===== config.mk =====
export PLATFORM = sky130hd
export DESIGN_NAME = acc_cpu
export DESIGN_NICKNAME = d
export VERILOG_FILES = /design/src/rtl/acc_cpu.sv
export SDC_FILE = /design/constraint.sdc
export NUM_CORES = 1
export LEC_CHECK = 0
export ABC_AREA = 1
export BUFFER_PORTS_ARGS = -buffer_cell sky130_fd_sc_hd__buf_2
export CAP_MARGIN = 20
export CORE_MARGIN = 2
export CORE_UTILIZATION = 45
export DETAILED_ROUTE_END_ITERATION = 10
export PLACE_DENSITY_LB_ADDON = 0.1
export SLEW_MARGIN = 20
export SYNTH_ARGS = -nofsm -noshare
export SYNTH_HDL_FRONTEND = slang
export SYNTH_SLANG_ARGS = --single-unit

===== constraint.sdc =====
create_clock -name CLK -period 3.3 [get_ports CLK]
set_clock_uncertainty 0.1 [all_clocks]
set_input_delay 0.165 -clock CLK [delete_from_list [all_inputs] [get_ports CLK]]
set_output_delay 0.165 -clock CLK [all_outputs]
set_load 0.01 [all_outputs]

===== src/rtl/acc_cpu.sv =====
`default_nettype none
// +----------------------------------------------------------------------+
// | acc_cpu: multi-cycle accumulator CPU (FETCH/EXEC) with unified mem.  |
// | Optional program-load port enabled by defining CPU_LOAD_EN.          |
// | Revision: 1.0                                                        |
// +----------------------------------------------------------------------+
module acc_cpu #(
  parameter int    DWIDTH    = 8,
  parameter int    AWIDTH    = 5,
  parameter string INIT_FILE = ""
) (
  input  logic              CLK,
  input  logic              RST,
  input  logic              EN,
`ifdef CPU_LOAD_EN
  input  logic              LD_WE,
  input  logic [AWIDTH-1:0] LD_ADDR,
  input  logic [DWIDTH-1:0] LD_DATA,
`endif
  output logic              HALT,
  output logic              CARRY,
  output logic [AWIDTH-1:0] PC_OUT,
  output logic [DWIDTH-1:0] AC_OUT
);

  localparam int       c_DEPTH  = 2**AWIDTH;
  localparam bit [2:0] c_OP_HLT = 3'd0;
  localparam bit [2:0] c_OP_SKZ = 3'd1;
  localparam bit [2:0] c_OP_ADD = 3'd2;
  localparam bit [2:0] c_OP_AND = 3'd3;
  localparam bit [2:0] c_OP_XOR = 3'd4;
  localparam bit [2:0] c_OP_LDA = 3'd5;
  localparam bit [2:0] c_OP_STO = 3'd6;
  localparam bit [2:0] c_OP_JMP = 3'd7;

  typedef enum logic [1:0] {
    S_FETCH  = 2'd0,
    S_EXEC   = 2'd1,
    S_HALTED = 2'd2
  } state_t;

  state_t            r_state;
  logic [AWIDTH-1:0] r_pc;
  logic [DWIDTH-1:0] r_ac;
  logic [DWIDTH-1:0] r_ir;
  logic              r_carry;
  logic              r_halt;
  logic [DWIDTH-1:0] r_mem [0:c_DEPTH-1];

  logic [2:0]        w_opcode;
  logic [AWIDTH-1:0] w_operand;
  logic [DWIDTH-1:0] w_rvalue;
  logic [DWIDTH:0]   w_sum;
  logic              w_sto;

  assign w_opcode  = r_ir[DWIDTH-1 -: 3];
  assign w_operand = r_ir[AWIDTH-1:0];
  assign w_rvalue  = r_mem[w_operand];
  assign w_sum     = {1'b0, r_ac} + {1'b0, w_rvalue};
  assign w_sto     = EN && (r_state == S_EXEC) && (w_opcode == c_OP_STO);

  // IR bits between opcode and operand carry no meaning
  generate
    if (DWIDTH > AWIDTH + 3) begin : g_ir_gap
      logic w_unused_gap;
      assign w_unused_gap = ^r_ir[DWIDTH-4:AWIDTH];
    end
  endgenerate

  // Memory is not reset; load writes only land while the core is frozen
  always_ff @(posedge CLK) begin
    if (w_sto) begin
      r_mem[w_operand] <= r_ac;
    end
`ifdef CPU_LOAD_EN
    else if (!EN && LD_WE) begin
      r_mem[LD_ADDR] <= LD_DATA;
    end
`endif
  end

  always_ff @(posedge CLK or posedge RST) begin
    if (RST) begin
      r_state <= S_FETCH;
      r_pc    <= '0;
      r_ac    <= '0;
      r_ir    <= '0;
      r_carry <= 1'b0;
      r_halt  <= 1'b0;
    end else if (EN) begin
      case (r_state)
        S_FETCH: begin
          r_ir    <= r_mem[r_pc];
          r_state <= S_EXEC;
        end
        S_EXEC: begin
          r_state <= S_FETCH;
          r_pc    <= r_pc + AWIDTH'(1);
          case (w_opcode)
            c_OP_HLT: begin
              r_pc    <= r_pc;
              r_state <= S_HALTED;
              r_halt  <= 1'b1;
            end
            c_OP_SKZ: if (r_ac == '0) r_pc <= r_pc + AWIDTH'(2);
            c_OP_ADD: {r_carry, r_ac} <= w_sum;
            c_OP_AND: r_ac <= r_ac & w_rvalue;
            c_OP_XOR: r_ac <= r_ac ^ w_rvalue;
            c_OP_LDA: r_ac <= w_rvalue;
            c_OP_JMP: r_pc <= w_operand;
            default: ;
          endcase
        end
        default: begin
          r_state <= S_HALTED;
          r_halt  <= 1'b1;
        end
      endcase
    end
  end

  assign HALT   = r_halt;
  assign CARRY  = r_carry;
  assign PC_OUT = r_pc;
  assign AC_OUT = r_ac;

endmodule
`default_nettype wire


# Word level (Yosys, flattened, before mapping)
# Memories as Yosys holds them, arrays and structs flattened. A register that Yosys moved wholly into a read port is not among the register bits.
# Cells that the tools add are included.
[op_classes]
add_sub_neg = 3
n_eq_ne = 9
mux = 9
bitwise = 4
reduce_logical = 11
[ops]
columns = ["op", "n"]
rows = [
  ["8-bit case mux with 4 select lines", 1],
  ["5-bit case mux with 3 select lines", 1],
  ["3-bit equality test (second input constant)", 4],
  ["3-bit AND reduction", 4],
  ["8-bit by 8-bit adder with 9-bit output", 1],
  ["8-bit AND", 1],
  ["8-bit logical NOT", 1],
  ["8-bit XOR", 1],
  ["3-bit by 2-bit equality test with 1-bit output (second input constant)", 2],
  ["5-bit by 1-bit adder with 5-bit output (second input constant)", 1],
  ["5-bit by 2-bit adder with 5-bit output (second input constant)", 1],
  ["5-bit two-way mux", 1],
  ["2-bit case mux with 2 select lines", 1],
  ["4-bit nonzero test", 1],
  ["3-bit by 1-bit equality test with 1-bit output (second input constant)", 1],
  ["3-bit logical NOT", 1],
  ["1-bit two-way mux", 3],
  ["2-bit by 1-bit equality test with 1-bit output (second input constant)", 1],
  ["1-bit logical AND", 2],
  ["2-bit logical NOT", 1],
  ["2-bit two-way mux", 1],
  ["2-bit by 1-bit inequality test with 1-bit output (second input constant)", 1],
  ["1-bit inverter", 2],
  ["1-bit case mux with 2 select lines", 1],
  ["2-bit AND reduction", 1],
]
[word_totals]
ff_bits = 17
ramBits = 256
input_bits = 3
output_inout_bits = 15
wordCells = 42
memories = 1
[memory_table]
columns = ["name", "depth", "width", "read_ports", "rd_ports_with_merged_regs", "wr", "line", "source"]
rows = [
  ["r_mem", 32, 8, 2, 1, 1, "48", "logic [DWIDTH-1:0] r_mem [0:c_DEPTH-1];"],
]

# Longest topological paths before layout
# Gate-level depths: netlist (run 1).
[logic_depth]
ltp_word = 5
ltp_mapped = 22
depth_no_buf = 20

# Least setup slack after synthesis (run 1)
# No wires, ideal clock.
[synth_timing]
path_type = "reg2reg"
from = "register r_ir[0] (read register of r_mem)"
to = "register r_ac[4], in the netlist AC_OUT[4]"
setup_ps = 119
t_arrival_ps = 2461
t_required_ps = 3081
slack_ps = 621
stages_incl_launch_ff = 20
synth_period_minus_slack_ps = 2679
cell_sequence = "dfrtp_1 -> buf_4 -> buf_2 -> nand2_1 -> o21ai_0 -> nand2_1 -> nand2_1 -> nand2_1 -> nand2_1 -> nor2_1 -> nand2_1 -> ha_1 -> fa_1 -> a21oi_1 -> o21ai_0 -> xor2_1 -> o21ai_0 -> inv_1 -> nand2_1 -> nand2_1"
[synth_between]
elab_chain_len = 3
elab_cells_between_ends = 5
cone_classes = "1 x add/sub; 1 x mux; 2 x bitwise; 1 x memory"
[synth_lines]
columns = ["element", "line", "source"]
rows = [
  ["start, declared", "45", "logic [DWIDTH-1:0] r_ir;"],
  ["memory 32 x 8 bit *", "-", ""],
  ["8-bit by 8-bit adder with 9-bit output, or another cell as far along", "59", "assign w_sum = {1'b0, r_ac} + {1'b0, w_rvalue};"],
  ["8-bit case mux with 4 select lines *", "99", "case (w_opcode)"],
  ["end signal, assigned", "106", "c_OP_ADD: {r_carry, r_ac} <= w_sum;"],
  ["end signal, assigned", "107", "c_OP_AND: r_ac <= r_ac & w_rvalue;"],
  ["end signal, assigned", "108", "c_OP_XOR: r_ac <= r_ac ^ w_rvalue;"],
  ["end, declared", "44", "logic [DWIDTH-1:0] r_ac;"],
]
# Every way passes the cells marked *; elsewhere a longest branch is shown, timed or not.
# A chain may end at the register's enable or synchronous reset.

# Final worst setup path (run 1)
[layout_timing]
from = "register r_ir[0] (read register of r_mem)"
to = "register r_ac[6], in the netlist AC_OUT[6]"
# The elaborated chain is that of the path after synthesis.

==> results of run 1 <==
Yosys cell counts, drive strengths merged:
| cell type | count |
|---|---|
| nor2 | 147 |
| xor2 | 7 |
| a21oi | 65 |
| nor3 | 11 |
| edfxtp | 256 |
| a211oi | 13 |
| or2 | 6 |
| inv | 120 |
| buf | 60 |
| o21ai | 174 |
| o21bai | 2 |
| xnor2 | 3 |
| a221oi | 3 |
| ha | 10 |
| a32oi | 2 |
| clkbuf | 28 |
| a31oi | 3 |
| a21o | 1 |
| clkinv | 7 |
| nand3 | 72 |
| dfrtp | 25 |
| o22ai | 12 |
| nand2 | 637 |
| fa | 1 |
| o211ai | 38 |
| a22oi | 1 |
| nand4 | 8 |
| a22o | 1 |
| o221ai | 1 |
metal layers:
layer	global-route usage [%]	part of all wire (%)	vias to the layer above
li1	-	-	5909
met1	43.2	45	6078
met2	43.8	43	624
met3	3.34	7.8	112
met4	9.49	3.4	0
met5	0	0	-
cell families after synthesis:
logic type                 share of synthesized area, %
AOI/OAI and AO/OA                                  12.1
xor gates and xnor gates                          0.595
adders and majority gates                         0.986
buffers and inverters                              6.05
DFF                                                56.5
and+or+nand+nor                                    23.8
what timing repair did:
| action | in CTS | in global routing |
|---|---|---|
| setup endpoints to repair | 0 | 4 |
| setup buffers | 0 | 0 |
| hold endpoints to repair | 19 | 0 |
| hold buffers | 2 | 0 |
| gates resized for setup | 0 | 15 |
path summary, 6_finish.rpt:
kind	to	cells past startpoint	start
worst max register to register	AC_OUT[6]	20	r_ir[0]
min in group CLK	r_state[0]	3	EN
worst min register to register	HALT	1	HALT
max in group asynchronous	r_ir[0]	4	RST
worst min-delay path	PC_OUT[0]	3	RST
worst max-delay path	AC_OUT[6]	20	r_ir[0]
power by group:
| part | leakage [nW] | internal [mW] | switching, mW | total (mW) |
|---|---|---|---|---|
| sequential | 2.62 | 4.42 | 0.339 | 4.76 |
| clock | 0.500 | 2.10 | 1.47 | 3.58 |
| combinational | 3.90 | 2.36 | 5.50 | 7.86 |
per-stage QoR:
step | power (mW) | setup TNS, ns
6_report | 16.2 | 0
3_3_place_gp | 12.3 | 0
4_1_cts | 16.0 | 0
3_5_place_dp | 12.4 | 0
2_1_floorplan | 9.44 | 0
5_1_grt | 17.1 | -0.00993
worst register-to-register path: cells and delay by family, from the launching register on:
family | cells | cell delay, ns
compound gates | 1 | 0.13
xor+xnor | 1 | 0.16
fa+ha+maj | 1 | 0.42
buf+inv | 4 | 0.62
flops | 1 | 0.47
simple gates | 13 | 1.09
final cells by class:
cell class	instances	area, um^2	share of cell area, %
flip-flops and latches	281	8320	49.0
multi-input cells	1218	5550	32.6
repair buffers	131	1050	6.19
clock buffers	46	917	5.39
well taps	442	553	3.25
inverters	127	490	2.88
clock inverters	14	118	0.692
state kept, by name, indices dropped and copies added, names as in the netlist:
signal	count
HALT	1
PC_OUT	5
AC_OUT	8
r_mem	256
CARRY	1
r_state	2
r_ir	8
==> impl_metrics.py, run 1 <==
metrics = {
    "sta": {
        "setup_repair_after_global_routing_missed_its_margin": "yes",
        "hold_violations": 0,
        "fin_worst_hold_slack_ns": 0.204,
        "fmax_ghz": 0.322,
        "slew_violations": 0,
        "relSlewSlack_pct": 47.3,
        "finalSetupViolCount": 0,
        "min_period_ns": 3.11,
        "postLayoutSetupSlackWorst_ns": 0.195,
        "worst_slew_pin_slew_ns": 0.787,
        "final.period_utilization_pct": 94.1,
    },
    "clock_network": {
        "cts.sinks": 281,
        "clock_insertion_delay_worst_skew_ns": 0.52,
        "clockRootBuffer": "clkbuf_16",
        "cts_made_buffers": 34,
        "cts_max_level": 2,
        "cts_tree": "yes",
        "cts.clk_slew.worst_paths_ns": 0.06,
        "clock_tree.buffer_depth": 3,
    },
    "status": {
        "outcome": "complete, no violations",
    },
    "place": {
        "dp_hpwl_um": 32800,
        "dp_slack_ns": 0.182,
        "gp_routability_congestion": 0.940,
        "port-buffer-count": 17,
        "placement.cell_area_um2": 15900,
        "post-place-cells": 2197,
    },
    "setup_path": {
        "cp-start-kind": "flip-flop",
        "timing.critical_path.cells": "buf_12, buf_6, o21ai_0, nand2_1, nand2_1, nand2_1, nand2_1, nor2_1, nand2_1, ha_2, nand2_1, inv_1, nand4_1, nand3_1, xor2_1, nand2_1, nand2_1, inv_1, nand2_1, nand2_1",
        "timing.critical_path.slowest_stage_cell": "dfrtp_4",
        "cpLargestDelayFamily": "simple AND/OR/NAND/NOR gates",
        "worst-path-buf-inv": 4,
        "worst_r2r_setup_slack_ns": 0.19,
        "arrival_ns": 3.40,
        "worst-setup-path-type": "reg2reg",
        "crit_path_frequent_cell": "nand2_1",
        "worstSetupEndpointType": "flip-flop",
        "critical_path_peak_fanout": 53,
        "worst_path_largest_cell_delay_ns": 0.47,
        "worstPathRequired_ns": 3.59,
    },
    "detailed_routing": {
        "post_drt_via_cell_ratio": 5.63,
        "wirelength_um": 49000,
        "vias": 12700,
        "drtPass1Iterations": 7,
        "drc_errors": 0,
        "postRouteAntennaNets": 0,
        "route.detailed.wl_per_inst_um": 21.7,
        "dr_iter_0_viols": 1485,
    },
    "yosys": {
        "yosys_register_bits": 281,
        "yosysWarningCount": 0,
        "post_synth_instance_area_um2": 14700,
        "post_synth_main_area_contributors": "edfxtp_1 (52%), nand2_1 (16%), o21ai_0 (5.5%), dfrtp_1 (4.3%), nor2_1 (3.7%)",
        "synth.yosys.seq_area_share_pct": 56.5,
        "synth_top_area_share_pct": 52.2,
        "post_synth.cell_area_avg_um2": 8.59,
        "netlist.top_cell.by_area": "edfxtp_1",
        "postSynthNetCount": 1728,
        "synth_cell_types": 40,
        "syn_inst": 1714,
    },
    "global_routing": {
        "grt_antenna_before_repair": 0,
        "number_of_global_route_vias_before_repair": 11700,
        "grt_pass1_wl_um": 72500,
        "pin_count_of_the_biggest_net_entering_global_routing": 68,
        "total_routing_usage_gr_pct": 28.9,
        "grt_overflow": 0,
    },
    "power_and_ir_drop": {
        "power.ir.vdd_worst_uv": 617,
        "p_per_area_nw_per_um2": 953,
        "power_leakage_nw": 7.03,
    },
    "floorplanning": {
        "die-area_um2": 34200,
        "fp.coreArea_um2": 32400,
        "core.rowCount": 66,
        "dieWidth_um": 185,
        "die_height_um": 185,
        "floorplan.initialDensity_pct": 45.5,
        "pin_count": 18,
    },
    "cells_and_area": {
        "ant_cells": 0,
        "fin_cells": 2259,
        "layout_commonest_cell": "nand2_1",
        "share_of_final_layout_standard_cells_stronger_than_drive_strength_1_pct": 11.4,
        "layout.core_utilization_pct": 52.5,
        "final.fill_count": 3052,
        "design_area_um2": 17000,
        "syn2layout_area_growth_pct": 15.5,
        "layout.cells.most_common_list": "nand2_1 (633), edfxtp_1 (256), o21ai_0 (163), nor2_1 (145), inv_1 (113)",
        "finalNetCount": 1807,
    },
    "hold_path": {
        "min-delay-path-class": "in2async",
    },
    "flow_run": {
        "max_cap_viol_count": 0,
    },
}
Note: power is estimated with default switching activity, not from simulation.
==> run 2: changes to the inputs <==
==> constraint.sdc (replaced) <==
create_clock -name CLK -period 2.7 [get_ports CLK]
set_clock_uncertainty 0.1 [all_clocks]
set_input_delay 0.135 -clock CLK [delete_from_list [all_inputs] [get_ports CLK]]
set_output_delay 0.135 -clock CLK [all_outputs]
set_load 0.01 [all_outputs]
==> run 2 against run 1 <==
Compared with the run above: the run now ends with negative setup slack left; global-route usage up 1.3 points; utilization rose by 3.5 points; via count is 1.2% higher; fmax increased by 7.5%; worst setup slack worse by 0.38 ns; sequential share of layout area decreased by 3.1 points; flip-flop and latch count unchanged; power rose by 38%; non-clock buffer count up 67; wire length increased by 4.4%; first-iteration DRC count decreased by 1.5%; critical endpoint is now AC_OUT[7].
==> impl_metrics.py, run 2 (synthesis results as in run 1) <==
metrics = {
    "power_and_ir_drop": {
        "power.ir.vdd_worst_uv": 589,
        "power_leakage_nw": 7.57,
        "p_per_area_nw_per_um2": 1230,
    },
    "flow_run": {
        "max_cap_viol_count": 0,
    },
    "global_routing": {
        "grt_antenna_before_repair": 1,
        "pin_count_of_the_biggest_net_entering_global_routing": 59,
        "number_of_global_route_vias_before_repair": 12000,
        "grt_overflow": 0,
        "grt_pass1_wl_um": 75100,
        "total_routing_usage_gr_pct": 30.1,
    },
    "setup_path": {
        "crit-reg2reg-launch": "r_ir[0]",
        "critical_path_peak_fanout": 14,
        "worst-setup-path-type": "reg2reg",
        "worst_path_largest_cell_delay_ns": 0.51,
        "timing.critical_path.cells": "buf_12, buf_8, buf_16, buf_4, o21ai_1, nand2_1, nand3_1, nand2_1, nand2_1, nor2_2, nand2_2, ha_4, inv_1, o21ai_0, nor2_1, nand3_1, nand3_1, nand3_1, nand2_1, nand2_1",
        "arrival_ns": 3.20,
        "worstSetupEndpointType": "flip-flop",
        "crit_path_frequent_cell": "nand2_1",
        "worstPathRequired_ns": 3.01,
        "cpLargestDelayFamily": "simple AND/OR/NAND/NOR gates",
        "cp-start-kind": "flip-flop",
        "timing.critical_path.slowest_stage_cell": "dfrtp_4",
        "launch_point_of_the_critical_path": "r_ir[0]",
        "worst-path-buf-inv": 5,
    },
    "sta": {
        "fin_worst_hold_slack_ns": 0.135,
        "postLayoutSetupSlackWorst_ns": -0.190,
        "fmax_ghz": 0.346,
        "worst_slew_pin_slew_ns": 0.684,
        "hold_violations": 0,
        "slew_violations": 0,
        "finalSetupViolCount": 7,
        "final.period_utilization_pct": 107,
        "min_period_ns": 2.89,
        "relSlewSlack_pct": 54.4,
        "setup_repair_after_global_routing_missed_its_margin": "yes",
    },
    "cells_and_area": {
        "layout_commonest_cell": "nand2_1",
        "finalNetCount": 1874,
        "share_of_final_layout_standard_cells_stronger_than_drive_strength_1_pct": 18.4,
        "area.sequential_um2": 8320,
        "ant_cells": 0,
        "syn2layout_area_growth_pct": 23.3,
        "largest_register_ffs": 256,
        "fin_cells": 2323,
        "design_area_um2": 18100,
        "max_flop_register": "r_mem",
        "layout.cells.most_common_list": "nand2_1 (603), edfxtp_1 (256), o21ai_0 (150), buf_4 (146), nor2_1 (131)",
        "multi_input_area_um2": 5870,
        "layout.core_utilization_pct": 56.0,
        "final.fill_count": 2892,
    },
    "detailed_routing": {
        "wirelength_um": 51200,
        "dr_iter_0_viols": 1462,
        "post_drt_via_cell_ratio": 5.54,
        "drc_errors": 0,
        "drtPass1Iterations": 6,
        "route.detailed.wl_per_inst_um": 22.0,
        "postRouteAntennaNets": 0,
        "vias": 12900,
    },
    "clock_network": {
        "cts_made_buffers": 34,
        "cts.clk_slew.worst_paths_ns": 0.07,
        "clock_tree.buffer_depth": 3,
        "clock_insertion_delay_worst_skew_ns": 0.52,
        "cts_max_level": 2,
        "clockRootBuffer": "clkbuf_16",
        "cts_tree": "yes",
        "cts.sinks": 281,
    },
    "floorplanning": {
        "core.rowCount": 66,
        "pin_count": 18,
        "dieWidth_um": 185,
        "floorplan.initialDensity_pct": 45.5,
        "die-area_um2": 34200,
        "die_height_um": 185,
        "fp.coreArea_um2": 32400,
    },
    "place": {
        "gp_routability_congestion": 0.918,
        "dp_hpwl_um": 34100,
        "post-place-cells": 2238,
        "placement.cell_area_um2": 16300,
        "port-buffer-count": 17,
    },
    "status": {
        "violations": "negative setup slack",
        "outcome": "finished, violations left",
    },
    "hold_path": {
        "min-delay-path-class": "in2async",
    },
}
## run 2: cell types whose count changed in the layout (fill, tap and decap cells not counted), sizes merged
cell,previous run,this run
clkbuf,46,43
clkinvlp,2,1
bufinv,2,3
buf,129,195
inv,121,122
## run 2: power breakdown
part           switching [mW]  internal (mW)  leakage (nW)
Sequential              0.290           5.40          2.62
Clock                    1.80           2.68         0.528
Combinational            7.65           4.56          4.42
## run 2: repair_timing
item                       in CTS  in global routing
hold buffers                    2                  0
pin swaps                      36                 28
setup endpoints to repair       8                  9
gates cloned                    4                  1
buffers inserted               22                  1
hold endpoints to repair       29                  0
gates resized for setup        87                 45
## run 2: path summary, 6_finish.rpt
| path | endpoint | slack, ns | depth (start not counted) |
|---|---|---|---|
| worst max-delay path | AC_OUT[7] | -0.19 | 20 |
| worst min-delay path | AC_OUT[7] | 0.13 | 4 |
| worst max register to register | AC_OUT[7] | -0.19 | 20 |
| worst min register to register | HALT | 0.35 | 1 |
| max in group asynchronous | PC_OUT[0] | 2.05 | 4 |
| min in group CLK | r_state[0] | 0.29 | 3 |
## run 2: through the flow
stage          setup TNS [ns]  worst slack [ns]  power [mW]
3_3_place_gp            -2.07            -0.385        15.8
3_5_place_dp            -2.26            -0.390        15.9
4_1_cts                -0.702            -0.167        21.8
6_report               -0.988            -0.190        22.4
5_1_grt                 -1.99            -0.326        23.6
2_1_floorplan               0            0.0208        11.5
## run 2: per-layer routing
metal  part of all wire (%)  up-vias  track usage (%)
li1                       -     6040                -
met1                     43     6125             42.9
met2                     44      615             45.6
met3                    9.6       98             7.04
met4                    3.1        0             9.94
met5                      0        -                0
## run 2: worst register-to-register path, delay by kind of cell, from the launching register on
family	cells	cell delay, ns
AND/OR/NAND/NOR	12	1.04
buffers and inverters	5	0.66
flip-flops	1	0.51
adder cells (fa/ha/maj)	1	0.24
AO/OA/AOI/OAI	2	0.23
## run 2: layout make-up
cell class,instances,area share (%)
clock inverter,15,0.869
sequential,281,45.9
tap,442,3.05
inverter,127,2.72
multi-input combinational,1218,32.4
timing repair buffer,198,10.1
clock buffer,42,5.03
